$ cat src/rtl/alu_share_pkg.sv
// Shared definitions for the two-channel shared add/sub scheduler.
//   state_t : scheduler FSM encoding (IDLE / EXEC / DONE)
//   OP_ADD  : op code for a + b
//   OP_SUB  : op code for b - a
package alu_share_pkg;

  typedef enum logic [1:0] {
    IDLE = 2'd0,
    EXEC = 2'd1,
    DONE = 2'd2
  } state_t;

  localparam logic OP_ADD = 1'b0;
  localparam logic OP_SUB = 1'b1;

endpackage

$ cat src/rtl/alu_addsub.sv
// Combinational add/subtract unit shared by both scheduler channels.
//   op     : OP_ADD -> a + b, OP_SUB -> b - a
//   a, b   : WIDTH-bit operands
//   result : low WIDTH bits of the operation
//   flag   : carry-out for add, borrow (a > b) for subtract
module alu_addsub
  import alu_share_pkg::*;
#(
  parameter int WIDTH = 8
) (
  input  logic             op,
  input  logic [WIDTH-1:0] a,
  input  logic [WIDTH-1:0] b,
  output logic [WIDTH-1:0] result,
  output logic             flag
);

  // One extra bit captures carry on add; on subtract the extended difference
  // wraps negative exactly when a > b, so the top bit is the borrow.
  logic [WIDTH:0] sum;

  always_comb begin
    sum = '0;
    if (op == OP_SUB) sum = {1'b0, b} - {1'b0, a};
    else              sum = {1'b0, a} + {1'b0, b};
  end

  assign result = sum[WIDTH-1:0];
  assign flag   = sum[WIDTH];

endmodule

$ cat src/rtl/alu_share_sched.sv
// Two-channel scheduler sharing a single add/sub unit.
//   clk, rst_n          : clock, async active-low reset
//   reqN, opN, aN, bN   : channel N level request, op code and operands
//   qN, cN              : channel N result and carry/borrow registers
//   doneN               : one-cycle completion pulse for channel N
//   busy                : high whenever the FSM is not IDLE
// A granted request is copied into staging registers in IDLE, computed and
// written back in EXEC, and acknowledged in DONE. Round-robin arbitration
// flips the pointer to the losing channel on every grant.
module alu_share_sched
  import alu_share_pkg::*;
#(
  parameter int WIDTH = 8
) (
  input  logic             clk,
  input  logic             rst_n,
  input  logic             req0,
  input  logic             op0,
  input  logic [WIDTH-1:0] a0,
  input  logic [WIDTH-1:0] b0,
  input  logic             req1,
  input  logic             op1,
  input  logic [WIDTH-1:0] a1,
  input  logic [WIDTH-1:0] b1,
  output logic [WIDTH-1:0] q0,
  output logic [WIDTH-1:0] q1,
  output logic             c0,
  output logic             c1,
  output logic             done0,
  output logic             done1,
  output logic             busy
);

  localparam int NUM_CH = 2;

  // Channel views as packed arrays so the datapath can index by channel.
  logic [NUM_CH-1:0]            req_v;
  logic [NUM_CH-1:0]            op_v;
  logic [NUM_CH-1:0][WIDTH-1:0] a_v;
  logic [NUM_CH-1:0][WIDTH-1:0] b_v;

  assign req_v = {req1, req0};
  assign op_v  = {op1, op0};
  assign a_v   = {a1, a0};
  assign b_v   = {b1, b0};

  state_t           state, state_nxt;
  logic             rr;        // channel that wins the next contested grant
  logic             gnt_nxt;   // channel chosen this cycle if anyone requests
  logic             gnt_ch;    // channel owning the staged operation
  logic             stg_op;
  logic [WIDTH-1:0] stg_a;
  logic [WIDTH-1:0] stg_b;

  logic [WIDTH-1:0] alu_res;
  logic             alu_flag;

  logic [NUM_CH-1:0]            ld_en;
  logic [NUM_CH-1:0]            done_v;
  logic [NUM_CH-1:0][WIDTH-1:0] q_r;
  logic [NUM_CH-1:0]            c_r;

  // Contested -> pointer decides; otherwise the lone requester (req1 alone
  // selects 1, req0 alone selects 0).
  assign gnt_nxt = (req0 && req1) ? rr : req1;

  // ---------------- FSM ----------------
  always_ff @(posedge clk or negedge rst_n) begin
    if (!rst_n) state <= IDLE;
    else        state <= state_nxt;
  end

  always_comb begin
    state_nxt = state;
    ld_en     = '0;
    done_v    = '0;
    case (state)
      IDLE: if (|req_v) state_nxt = EXEC;
      EXEC: begin
        ld_en[gnt_ch] = 1'b1;
        state_nxt     = DONE;
      end
      DONE: begin
        done_v[gnt_ch] = 1'b1;
        state_nxt      = IDLE;
      end
      default: state_nxt = IDLE;
    endcase
  end

  // ---------------- grant + staging ----------------
  // Operands are captured at grant so later input changes or a dropped
  // request cannot disturb the operation in flight.
  always_ff @(posedge clk or negedge rst_n) begin
    if (!rst_n) begin
      rr     <= 1'b0;
      gnt_ch <= 1'b0;
      stg_op <= 1'b0;
      stg_a  <= '0;
      stg_b  <= '0;
    end else if (state == IDLE && (|req_v)) begin
      rr     <= ~gnt_nxt;
      gnt_ch <= gnt_nxt;
      stg_op <= op_v[gnt_nxt];
      stg_a  <= a_v[gnt_nxt];
      stg_b  <= b_v[gnt_nxt];
    end
  end

  alu_addsub #(.WIDTH(WIDTH)) u_alu (
    .op     (stg_op),
    .a      (stg_a),
    .b      (stg_b),
    .result (alu_res),
    .flag   (alu_flag)
  );

  // ---------------- per-channel result registers ----------------
  // Write-enable only: a channel's q/c are untouched unless it owns EXEC.
  always_ff @(posedge clk or negedge rst_n) begin
    if (!rst_n) begin
      q_r <= '0;
      c_r <= '0;
    end else begin
      for (int ch = 0; ch < NUM_CH; ch++) begin
        if (ld_en[ch]) begin
          q_r[ch] <= alu_res;
          c_r[ch] <= alu_flag;
        end
      end
    end
  end

  assign q0    = q_r[0];
  assign q1    = q_r[1];
  assign c0    = c_r[0];
  assign c1    = c_r[1];
  assign done0 = done_v[0];
  assign done1 = done_v[1];
  assign busy  = (state != IDLE);

endmodule
$ cat config.mk
export PLATFORM = sky130hd
export DESIGN_NAME = alu_share_sched
export DESIGN_NICKNAME = d
export VERILOG_FILES = /design/src/rtl/alu_share_pkg.sv /design/src/rtl/alu_addsub.sv /design/src/rtl/alu_share_sched.sv
export SDC_FILE = /design/constraint.sdc
export NUM_CORES = 1
export LEC_CHECK = 0
export ABC_AREA = 1
export BUFFER_PORTS_ARGS = -buffer_cell sky130_fd_sc_hd__buf_2
export CAP_MARGIN = 5
export CORE_MARGIN = 2
export CORE_UTILIZATION = 50
export CTS_BUF_LIST = sky130_fd_sc_hd__clkbuf_4
export CTS_CLUSTER_DIAMETER = 200
export DETAILED_ROUTE_END_ITERATION = 7
export PLACE_DENSITY = 0.81
export SYNTH_ARGS = -nofsm -noshare
export SYNTH_HDL_FRONTEND = slang
export SYNTH_SLANG_ARGS = --single-unit
$ cat constraint.sdc
create_clock -name clk -period 4.05 [get_ports clk]
set_input_delay 1.215 -clock clk [delete_from_list [all_inputs] [get_ports clk]]
set_output_delay 1.215 -clock clk [all_outputs]
set_load 0.01 [all_outputs]
==> summary.md <==
| Metric | Value |
|---|---|
| CTS Sinks | `39` |
| Final Cycle Share | `57.6%` |
| Syn avg cell area | `7.66 sq um` |
| Syn Inst Count | `287` |
| Top cells by area, synth | `dfrtp_1 (44%), nand2_1 (21%), nand3_1 (5.5%)` |
| Cts bufs inserted | `5` |
| # Post-CTS Setup Buffers | `0` |
| Die area | `4950 sq um` |
| Total GRT Usage | `20.0%` |
| Ports | `59` |
| Initial core utilization | `51.2%` |
| CTS tree | `yes` |
| Cells after DPL | `391` |
| Initial DRC Count | `100` |
| Synth top area share | `44.4%` |
| Row count | `24` |
| DR DRC count | `0` |
| Sw Ratio | `48.5%` |
| RSZ-0062 raised after global routing | `no` |
| Core box area | `4290 sq um` |
| Max rail drop VDD | `0.403 mV` |
| Mapped Nets | `335` |
| Leakage | `1.44 nW` |
| Yosys warnings | `0` |
| Sw Pwr | `1.22 mW` |
| Most common cell in the synthesized netlist | `nand2_1` |
| Worst Tran Pin Value | `0.852 ns` |
| CTS Hold Bufs | `0` |
| Max cap viols | `0` |
| Worst endpoint data arrival time | `1.12 ns` |
| Vias per inst | `4.90` |
| Final Slew Violations | `0` |
| FF+latch area | `976 sq um` |
| Post-synth top cells | `nand2_1 (125), dfrtp_1 (39), inv_1 (26)` |
| Antenna fix cells | `0` |
| Max Clk Rate | `428 MHz` |
| CP Launch Type | `flop` |
| Number of global-route vias before repair | `1883` |
| Routed Antenna Nets | `0` |
| Flop pwr share | `28.3%` |
| Final wirelength | `4530 um` |
| Fin Setup TNS | `0 ns` |
| Maximum clock path buffer count | `2` |
| TritonRoute pass-1 iters | `4` |
| Initial antenna violation count | `0` |
| Area leader, netlist | `dfrtp_1` |
| DIE WIDTH | `70.3 um` |
| Combinational share of power | `63.9%` |
| Post-layout util | `59.5%` |
| Area Overhead vs Synth | `16.2%` |
| DP Worst Slack | `1.79 ns` |
| Critical Setup Path Class | `reg -> out` |
| Largest net degree at the start of global routing | `40` |
| Total number of vias | `1955` |
| Die height | `70.3 um` |
| WP data required | `2.83 ns` |
| Clock Skew | `0.00946 ns` |
| Port Buffers | `58` |
| Synth Flop Type | `dfrtp_1` |
| Post-route setup slack | `1.72 ns` |
| Status | `finished clean` |
| Tmin final | `2.33 ns` |
| Finished Layout Cells | `399` |
| Internal Pwr Total | `1.29 mW` |
| Total gr overflow | `0` |
| Worst-skew pair later-pin latency | `0.35 ns` |
| Placer congestion estimate | `0.759` |
| Seq/Total Area, Yosys | `44.4%` |
| Fraction of layout cells with a size suffix above 1 | `21.6%` |
| Clock root cell | `clkbuf_4` |
| Hold WS | `0.482 ns` |
| # setup viols final | `0` |
| Endpoints failing hold | `0` |
| Distinct cells, synth | `25` |
| Critical Path End Type | `output pin` |
| Clock network fraction of total power | `7.9%` |
| CP Max Fanout | `3` |
| PwrDens | `982 nW/um^2` |
| Post-cts resize count | `0` |
| FF+latch count, synth | `39` |
| Drt wl/cell | `11.4 um` |
| H-tree depth | `2` |
| Slew Limit Headroom | `43.2%` |
| Cell Area, Synth | `2200 sq um` |
| First-pass GRT wire length | `7930 um` |
| Clock Pin Slew Worst Setup and Hold Paths | `0.12 ns` |
| Post-synth EDFFs | `0` |
| Ys async rst share | `100%` |
| Multi-input gate area | `1060 sq um` |
| Nets@finish | `394` |
| Hold crit path type | `reg -> reg` |
| HPWL Detailed | `3490 um` |
| Number of fill cells | `413` |
-- path summary, 6_finish.rpt --
check                                startpoint                   end  slack [ns]  cells past startpoint
setup reg to reg           stg_a[0]$_DFFE_PN0P_     q1[7]$_DFFE_PN0P_        1.90                     14
setup / recovery           state[0]$_DFFE_PN0P_                 done0        1.72                      2
hold / removal             state[1]$_DFFE_PN0P_  state[1]$_DFFE_PN0P_        0.48                      1
hold reg to reg            state[1]$_DFFE_PN0P_  state[1]$_DFFE_PN0P_        0.48                      1
min in group asynchronous                 rst_n     q0[2]$_DFFE_PN0P_        0.95                      1
max in group asynchronous                 rst_n  stg_b[7]$_DFFE_PN0P_        2.56                      1
-- flip-flops by register name (all words and copies together), names as in the netlist --
name,cells
rr,1
stg_b,8
q0,8
c_r,2
gnt_ch,1
stg_a,8
stg_op,1
state,2
q1,8
-- cell usage in the layout, fill, tap and decap left out --
cell	synthesis	layout
o21ai_0	6	6
nor2_4	2	2
nand2_1	125	125
xnor2_1	4	4
o21bai_1	1	1
nor2_1	14	14
clkbuf_4	0	6
a21oi_1	2	2
inv_1	26	26
nand3b_1	6	6
nand2_4	1	1
nand3_1	24	24
ha_1	9	9
nor2_2	1	1
or2_2	2	2
o21ai_2	1	1
o211ai_1	7	7
a22oi_1	1	1
dfrtp_1	39	39
inv_2	4	4
fa_1	1	1
buf_2	2	58
clkinv_1	0	2
xor2_1	3	3
nor3_1	2	2
-- through the flow --
step,instance area (sq um),power (mW)
final,2560,2.51
after floorplan,2200,1.97
after global routing,2560,2.80
after CTS,2560,2.53
after global placement,2500,2.26
after detailed placement,2500,2.32
-- metal layers --
metal	up-vias	wire (um)	GRT usage (%)
met5	-	0	0
met3	8	199	4.62
met4	0	82	7.48
li1	1018	-	-
met1	873	2060	24.5
met2	56	2190	34.0
-- power groups by stage --
stage	combinational, mW	clock [mW]	sequential [mW]
CTS	1.62	0.201	0.711
floorplan	1.23	0	0.735
global placement	1.55	0	0.705
finish	1.60	0.197	0.710
detailed placement	1.60	0	0.718
global route	1.85	0.221	0.732
-- cells by family (layout without fill, tap and decap cells) --
logic type / Yosys count / after routing / synth area share, %
adder cells (fa/ha/maj): 10 / 10 / 6.03
flip-flops: 39 / 39 / 44.4
AND/OR/NAND/NOR: 177 / 177 / 34.1
XOR/XNOR: 7 / 7 / 2.79
AO/OA/AOI/OAI: 18 / 18 / 5.29
buffers and inverters: 36 / 96 / 7.45
-- layout make-up --
| cell class | instances | area share (%) |
|---|---|---|
| clock buffers | 6 | 1.76 |
| inverters | 30 | 4.41 |
| repair buffers | 58 | 11.4 |
| clock inverters | 2 | 0.294 |
| multi-input cells | 212 | 41.5 |
| well taps | 52 | 2.55 |
| flip-flops and latches | 39 | 38.2 |
-- worst max-delay path, cell delays in order (launching register included) --
cell and delay, ns:
dfrtp_1 0.43, nor3_1 0.19, buf_2 0.16
Note: power is estimated with default switching activity, not from simulation.
